## src/rtl/wallace_pkg.sv

```systemverilog
// Shared types and elaboration-time helpers for the pipelined Wallace multiplier.
package wallace_pkg;

  typedef enum logic {
    MODE_EXACT  = 1'b0,
    MODE_APPROX = 1'b1
  } mode_e;

  localparam int DEFAULT_WIDTH = 8;
  localparam int PROD_W        = 2 * DEFAULT_WIDTH;

  function automatic int prod_w(int width);
    return 2 * width;
  endfunction

  // Number of partial-product bits landing in column c of a width x width array.
  function automatic int col_height(int width, int c);
    if (c < width) return c + 1;
    if (c < 2 * width - 1) return 2 * width - 1 - c;
    return 0;
  endfunction

  // Rows left after 'level' layers of 3:2 row compression.
  function automatic int rows_at(int width, int level);
    int r;
    r = width;
    for (int l = 0; l < level; l++) r = 2 * (r / 3) + r % 3;
    return r;
  endfunction

  function automatic int tree_levels(int width);
    int r;
    int l;
    r = width;
    l = 0;
    while (r > 2) begin
      r = 2 * (r / 3) + r % 3;
      l++;
    end
    return l;
  endfunction

endpackage

```

## src/rtl/full_adder.sv

```systemverilog
// Single-bit full adder cell composed from two half adders.
module full_adder (
  input  logic a,
  input  logic b,
  input  logic cin,
  output logic sum,
  output logic cout
);
  logic s0, c0, c1;

  half_adder u_ha0 (.a(a),  .b(b),   .sum(s0),  .carry(c0));
  half_adder u_ha1 (.a(s0), .b(cin), .sum(sum), .carry(c1));

  assign cout = c0 | c1;
endmodule

```

## src/rtl/half_adder.sv

```systemverilog
// Single-bit half adder cell.
module half_adder (
  input  logic a,
  input  logic b,
  output logic sum,
  output logic carry
);
  assign sum   = a ^ b;
  assign carry = a & b;
endmodule

```

## src/rtl/wallace_csa_tree.sv

```systemverilog
// Combinational Wallace reduction of a WIDTH x WIDTH partial-product matrix
// down to a redundant (sum, carry) pair of 2*WIDTH-bit vectors.
module wallace_csa_tree
  import wallace_pkg::*;
#(
  parameter int WIDTH = 8
) (
  input  logic [WIDTH-1:0][WIDTH-1:0] pp,
  output logic [2*WIDTH-1:0]          sum,
  output logic [2*WIDTH-1:0]          carry
);
  localparam int PW     = prod_w(WIDTH);
  localparam int LEVELS = tree_levels(WIDTH);

  logic [PW-1:0] rows [LEVELS+1][WIDTH];

  for (genvar i = 0; i < WIDTH; i++) begin : g_init
    assign rows[0][i] = PW'(pp[i]) << i;
  end

  for (genvar l = 0; l < LEVELS; l++) begin : g_level
    localparam int R  = rows_at(WIDTH, l);
    localparam int G  = R / 3;
    localparam int RN = rows_at(WIDTH, l + 1);

    for (genvar g = 0; g < G; g++) begin : g_grp
      logic [PW-1:0] s;
      logic [PW-2:0] c;
      for (genvar b = 0; b < PW - 1; b++) begin : g_fa
        full_adder u_fa (
          .a   (rows[l][3*g][b]),
          .b   (rows[l][3*g+1][b]),
          .cin (rows[l][3*g+2][b]),
          .sum (s[b]),
          .cout(c[b])
        );
      end
      // Carry out of the top column falls outside the product width.
      assign s[PW-1] = rows[l][3*g][PW-1] ^ rows[l][3*g+1][PW-1] ^ rows[l][3*g+2][PW-1];
      assign rows[l+1][2*g]   = s;
      assign rows[l+1][2*g+1] = {c, 1'b0};
    end

    for (genvar k = 0; k < R % 3; k++) begin : g_pass
      assign rows[l+1][2*G+k] = rows[l][3*G+k];
    end

    for (genvar k = RN; k < WIDTH; k++) begin : g_zero
      assign rows[l+1][k] = '0;
    end
  end

  assign sum   = rows[LEVELS][0];
  assign carry = rows[LEVELS][1];

endmodule

```

## src/rtl/wallace_pipe_multiplier.sv

```systemverilog
// Three-stage pipelined unsigned Wallace multiplier with optional low-column
// truncation and a single global stall driven by output backpressure.
module wallace_pipe_multiplier
  import wallace_pkg::*;
#(
  parameter int WIDTH       = 8,
  parameter int APPROX_COLS = 4
) (
  input  logic               clk,
  input  logic               rst,
  input  logic               in_valid,
  output logic               in_ready,
  input  logic [WIDTH-1:0]   in1,
  input  logic [WIDTH-1:0]   in2,
  input  logic               approx_en,
  output logic               out_valid,
  input  logic               out_ready,
  output logic [2*WIDTH-1:0] out,
  output logic               out_approx
);
  localparam int PW = prod_w(WIDTH);

  logic                           adv;
  logic                           s1_valid;
  logic [WIDTH-1:0]               s1_a;
  logic [WIDTH-1:0]               s1_b;
  mode_e                          s1_mode;
  logic [WIDTH-1:0][WIDTH-1:0]    pp;
  logic [PW-1:0]                  tree_sum;
  logic [PW-1:0]                  tree_carry;
  logic                           s2_valid;
  logic [PW-1:0]                  s2_sum;
  logic [PW-1:0]                  s2_carry;
  mode_e                          s2_mode;

  // Whole pipeline freezes only when a finished result is being refused.
  assign adv      = !(out_valid && !out_ready);
  assign in_ready = adv && !rst;

  always_comb begin
    pp = '0;
    for (int i = 0; i < WIDTH; i++) begin
      for (int j = 0; j < WIDTH; j++) begin
        if (s1_mode == MODE_APPROX && (i + j) < APPROX_COLS) pp[i][j] = 1'b0;
        else pp[i][j] = s1_a[i] & s1_b[j];
      end
    end
  end

  wallace_csa_tree #(.WIDTH(WIDTH)) u_tree (
    .pp   (pp),
    .sum  (tree_sum),
    .carry(tree_carry)
  );

  always_ff @(posedge clk) begin
    if (rst) begin
      s1_valid   <= 1'b0;
      s1_a       <= '0;
      s1_b       <= '0;
      s1_mode    <= MODE_EXACT;
      s2_valid   <= 1'b0;
      s2_sum     <= '0;
      s2_carry   <= '0;
      s2_mode    <= MODE_EXACT;
      out_valid  <= 1'b0;
      out        <= '0;
      out_approx <= 1'b0;
    end else if (adv) begin
      s1_valid <= in_valid;
      if (in_valid) begin
        s1_a    <= in1;
        s1_b    <= in2;
        s1_mode <= mode_e'(approx_en);
      end
      s2_valid <= s1_valid;
      if (s1_valid) begin
        s2_sum   <= tree_sum;
        s2_carry <= tree_carry;
        s2_mode  <= s1_mode;
      end
      out_valid <= s2_valid;
      if (s2_valid) begin
        out        <= s2_sum + s2_carry;
        out_approx <= (s2_mode == MODE_APPROX);
      end
    end
  end

endmodule

```

## config.mk

```make
export PLATFORM = sky130hd
export DESIGN_NAME = wallace_pipe_multiplier
export DESIGN_NICKNAME = d
export VERILOG_FILES = /design/src/rtl/wallace_pkg.sv /design/src/rtl/full_adder.sv /design/src/rtl/half_adder.sv /design/src/rtl/wallace_csa_tree.sv /design/src/rtl/wallace_pipe_multiplier.sv
export SDC_FILE = /design/constraint.sdc
export NUM_CORES = 1
export LEC_CHECK = 0
export ABC_AREA = 1
export CAP_MARGIN = 20
export CORE_MARGIN = 10
export CORE_UTILIZATION = 60
export DETAILED_ROUTE_END_ITERATION = 6
export PLACE_DENSITY = 0.8
export SLEW_MARGIN = 5
export SYNTH_ARGS = -nofsm -noshare
export SYNTH_HDL_FRONTEND = slang
export SYNTH_HIERARCHICAL = 1
export SYNTH_SLANG_ARGS = --single-unit
export TNS_END_PERCENT = 50
```

## constraint.sdc

```tcl
create_clock -name clk -period 4.6 [get_ports clk]
set_input_delay 1.15 -clock clk [delete_from_list [all_inputs] [get_ports clk]]
set_output_delay 1.15 -clock clk [all_outputs]
set_load 0.01 [all_outputs]
```

## Word level (Yosys, flattened, before mapping)

Cells that the tools add are included.

| cells by class | value |
|---|---|
| $add $sub $neg | 1 |
| muxes and demuxes | 10 |
| bitwise operators | 285 |
| reduce and logical (&&, ||, !) cells | 8 |

Operator list:

| operator | number |
|---|---|
| $and A1 B1 Y1 | 155 |
| $xor A1 B1 Y1 | 91 |
| $or A1 B1 Y1 | 38 |
| $add A15 B16 Y16 | 1 |
| $mux W1 | 10 |
| $reduce_and A2 Y1 | 3 |
| $logic_not A1 Y1 | 3 |
| $logic_and A1 B1 Y1 | 2 |
| $not A1 Y1 | 1 |

| storage, ports and cells | value |
|---|---|
| register bits after elaboration | 64 |
| input port bits | 21 |
| output and inout bits | 19 |
| logic and storage cells | 315 |

## Logic depth before layout (Yosys ltp)

| logic depth | value |
|---|---|
| depth in word-level cells | 13 |
| gate-level depth with buffers | 22 |
| mapped depth without buffers | 21 |

## Hierarchy

The synthesis kept the hierarchy.

Modules (own cells, without submodules):

| module | instances | cells an instance | area an instance (sq um) | sequential area each (sq um) |
|---|---|---|---|---|
| wallace_pipe_multiplier | 1 | 626 | 3888.7 | 1401.3 |
| half_adder | 180 | 1 | 12.5 | 0.0 |
| full_adder | 90 | 3 | 11.3 | 0.0 |
| wallace_csa_tree | 1 | 16 | 76.3 | 0.0 |

## Least setup slack after synthesis

No wires, ideal clock.

| path | value |
|---|---|
| kind | register to register |
| start | reg s1_mode |
| end | reg s2_sum[1] |
| setup time | 0.116 ns |
| data arrival time | 3.212 ns |
| required time | 4.484 ns |
| slack | 1.273 ns |
| stages on the path, launching flop included | 15 |
| buffers on the path | 1 |
| clock period less this slack | 3.327 ns |
| cells stage by stage | dfxtp_1 clkbuf_1 inv_1 nand2_1 nor2_1 ha_1 ha_1 ha_1 ha_1 ha_1 ha_1 ha_1 ha_1 o21ai_0 nor2_1 |

RTL lines:

| what | line | source |
|---|---|---|
| start, declared | wallace_pipe_multiplier.sv:27 | `mode_e s1_mode;` |
| start signal, assigned | wallace_pipe_multiplier.sv:74 | `s1_mode <= mode_e'(approx_en);` |
| end signal, assigned | wallace_pipe_multiplier.sv:78 | `s2_sum <= tree_sum;` |
| end, declared | wallace_pipe_multiplier.sv:32 | `logic [PW-1:0] s2_sum;` |

## Worst setup path in the final report

| path | value |
|---|---|
| start | in out_ready |
| end | out in_ready |

| between the ends | value |
|---|---|
| longest elaborated chain between the ends | 4 |

RTL lines:

| what | line | source |
|---|---|---|
| start, declared | wallace_pipe_multiplier.sv:17 | `input logic out_ready,` |
| $logic_not A1 Y1 | wallace_pipe_multiplier.sv:37 | `assign adv = !(out_valid && !out_ready);` |
| $logic_and A1 B1 Y1 | wallace_pipe_multiplier.sv:37 |  |
| $logic_not A1 Y1 | wallace_pipe_multiplier.sv:37 |  |
| $logic_and A1 B1 Y1 | wallace_pipe_multiplier.sv:38 | `assign in_ready = adv && !rst;` |
| end, declared | wallace_pipe_multiplier.sv:12 | `output logic in_ready,` |

Every way passes these cells.

==> flow_summary.json <==
{
  "outcome": "completed",
  "finalMaxSlewViolations": 0,
  "ios": 40,
  "synth_edf_count": 0,
  "grt_pass1_vias": 6132,
  "crit_required_ns": 3.45,
  "synth_seq_cells": 70,
  "ys_types": 28,
  "die_area_um2": 16800,
  "ir_worst_vdd_v": 0.000211,
  "drive_gt1_share_pct": 3.64,
  "post_cts_buffers": 0,
  "vias": 6291,
  "firstDrtPassIters": 5,
  "yosysTopAreaCell": "ha_1",
  "cp_max_fo": 5,
  "syn_to_final_growth_pct": 14.2,
  "path_class": "in2out",
  "cts_tree": "built",
  "final_hold_viol_count": 0,
  "synthCells": 1092,
  "yosysMostFrequentCell": "inv_1",
  "antenna_found_initial": 0,
  "rsz0062_at_grt": "false",
  "clock_skew_ns": 0.00598,
  "cts.clk_slew.worst_paths_ns": 0.06,
  "period_minus_slack_ns": 3.51,
  "drtIter0Drc": 279,
  "gp_congestion": 0.830,
  "fmax_ghz": 0.285,
  "crit_chain": "clkdlybuf4s50_1 > nor2_4 > nor2_1 > clkdlybuf4s50_1",
  "synth_top_area_share_pct": 33.7,
  "drc": 0,
  "p_per_area_nw_per_um2": 277,
  "worstSetupStartpointType": "input pin",
  "ctsHoldBuffers": 0,
  "ff2ff_setup_slack_ns": 1.11,
  "synthFlopType": "dfxtp_1",
  "totalPowerFinal_w": 0.00229,
  "viasPerCell": 4.74,
  "p_leak_nw": 5.33,
  "insertion_delay_ns": 0.34,
  "cp_data_arrival_time_ns": 2.36,
  "die_w_um": 130,
  "rows": 40,
  "syn_area_um2": 7230,
  "fin_area_um2": 8260,
  "clkSinkCount": 70,
  "postRouteAntennaNets": 0,
  "hp-class": "reg2reg",
  "diodes": 0,
  "post-route-period-util_pct": 76.2,
  "final_nets": 1392,
  "cts-resized-gates": 0,
  "yosys-top-cells-count": "inv_1, nand2_1, ha_1, nor2_1, dfxtp_1",
  "critPathMaxStageDelay_ns": 0.55,
  "core_um2": 11900,
  "post-place-ws_ns": 1.09,
  "die_y_um": 130,
  "grtUsageTotal_pct": 17.6,
  "port_buffers": 39,
  "nFillCells": 1031,
  "cp-end-kind": "output port",
  "synthArstFlopShare_pct": 0,
  "cp_common_cell": "clkdlybuf4s50_1",
  "clock_path_buffers": 2,
  "htreeDepth": 3,
  "ff2ff_path_depth": 13,
  "cts_buffers": 9,
  "crit_path_top_delay_cell": "clkdlybuf4s50_1",
  "placed_cell_area_um2": 7920,
  "hold_path_depth": 2,
  "dp_hpwl_um": 11000,
  "grt_max_degree": 58,
  "worstMarginPinSlew_ns": 0.815,
  "fin_ws_ns": 1.09,
  "setup_viol": 0,
  "grt_pass1_wl_um": 24700,
  "wire_per_inst_um": 10.4,
  "cts_root_buf": "clkbuf_16",
  "max_slew_margin_pct": 45.6,
  "synth-seq-area-share_pct": 19.4,
  "postSynthAreaPerCell_um2": 6.62,
  "utilization_pct": 69.3,
  "drv_cap": 0,
  "ys_top_cells_by_area": "ha_1, dfxtp_1, inv_1",
  "final.setup.tns_ns": 0,
  "grt_overflow": 0,
  "drt_wl_total_um": 13800,
  "floorplan.initialDensity_pct": 60.7,
  "yosys_warnings": 6
}
-- cell type report --
cell class	count	area, um^2	area share, %
multi-input cells	753	4800	58.1
flip-flops and latches	70	1400	17.0
inverters	300	1130	13.6
repair buffers	41	405	4.91
clock buffers	12	267	3.23
well taps	147	184	2.23
clock inverters	4	77.6	0.939
-- cell usage in the layout (no fill, tap or decap), types with 2 or more instances in the layout --
cell / count
clkdlybuf4s50_1: 39
bufinv_16: 2
nand2_2: 12
nor3_1: 7
clkbuf_16: 9
nand2_1: 228
nor2_4: 2
nor2_1: 132
xor2_1: 5
clkbuf_8: 3
o21ai_0: 55
o21ai_1: 5
buf_4: 2
xnor2_1: 3
inv_2: 7
clkinv_4: 2
nand3_1: 20
conb_1: 62
inv_1: 293
a21oi_1: 19
ha_1: 195
dfxtp_1: 70
-- critical path, delay by kind of cell --
kind,cells,cell delay (ns)
and+or+nand+nor,2,0.16
buffers and inverters,2,1.05
-- sequential cells by signal, summed over array words and instances (netlist names) --
register / cells
out: 16
s2_carry: 16
s2_sum: 16
s1_a: 8
s1_b: 8
out_approx: 1
out_valid: 1
s1_mode: 1
s1_valid: 1
s2_mode: 1
s2_valid: 1
-- power breakdown --
part | total, W | internal, W | switching [W]
logic | 0.000802 | 0.000356 | 0.000446
registers | 0.000708 | 0.000658 | 0.0000505
clock network | 0.000781 | 0.000521 | 0.000260
-- layer usage --
layer | up-vias | wire length [um] | share of wire (%) | GRT usage [%]
met2 | 74 | 7240 | 52 | 35.3
met1 | 2818 | 5760 | 42 | 17.1
met3 | 22 | 470 | 3.4 | 3.77
met4 | 0 | 331 | 2.4 | 6.42
met5 | - | 0 | 0 | 0
li1 | 3377 | - | - | -
-- per-stage QoR --
| stage | std cells | hold WS (ns) |
|---|---|---|
| 6_report | 1327 | 0.474 |
| 5_1_grt | 1327 | 0.510 |
| 4_1_cts | 1327 | 0.480 |
| 3_5_place_dp | 1311 | 0.471 |
| 3_3_place_gp | 1311 | 0.462 |
| 2_1_floorplan | 1153 | 0.443 |
-- kinds of logic after synthesis --
family	count (synthesis)	synth area share, %
AO/OA/AOI/OAI	81	5.69
XOR/XNOR	8	0.969
adder cells (fa/ha/maj)	196	34.0
buffers and inverters	330	17.4
flip-flops	70	19.4
other	1	0.0519
AND/OR/NAND/NOR	406	22.5
-- worst paths after layout --
path                             endpoint       from
worst max-delay path             in_ready  out_ready
worst min-delay path             s2_valid   s2_valid
worst max register to register  s2_sum[0]    s1_mode
worst min register to register   s2_valid   s2_valid
Power figures use the tool's default switching activity.
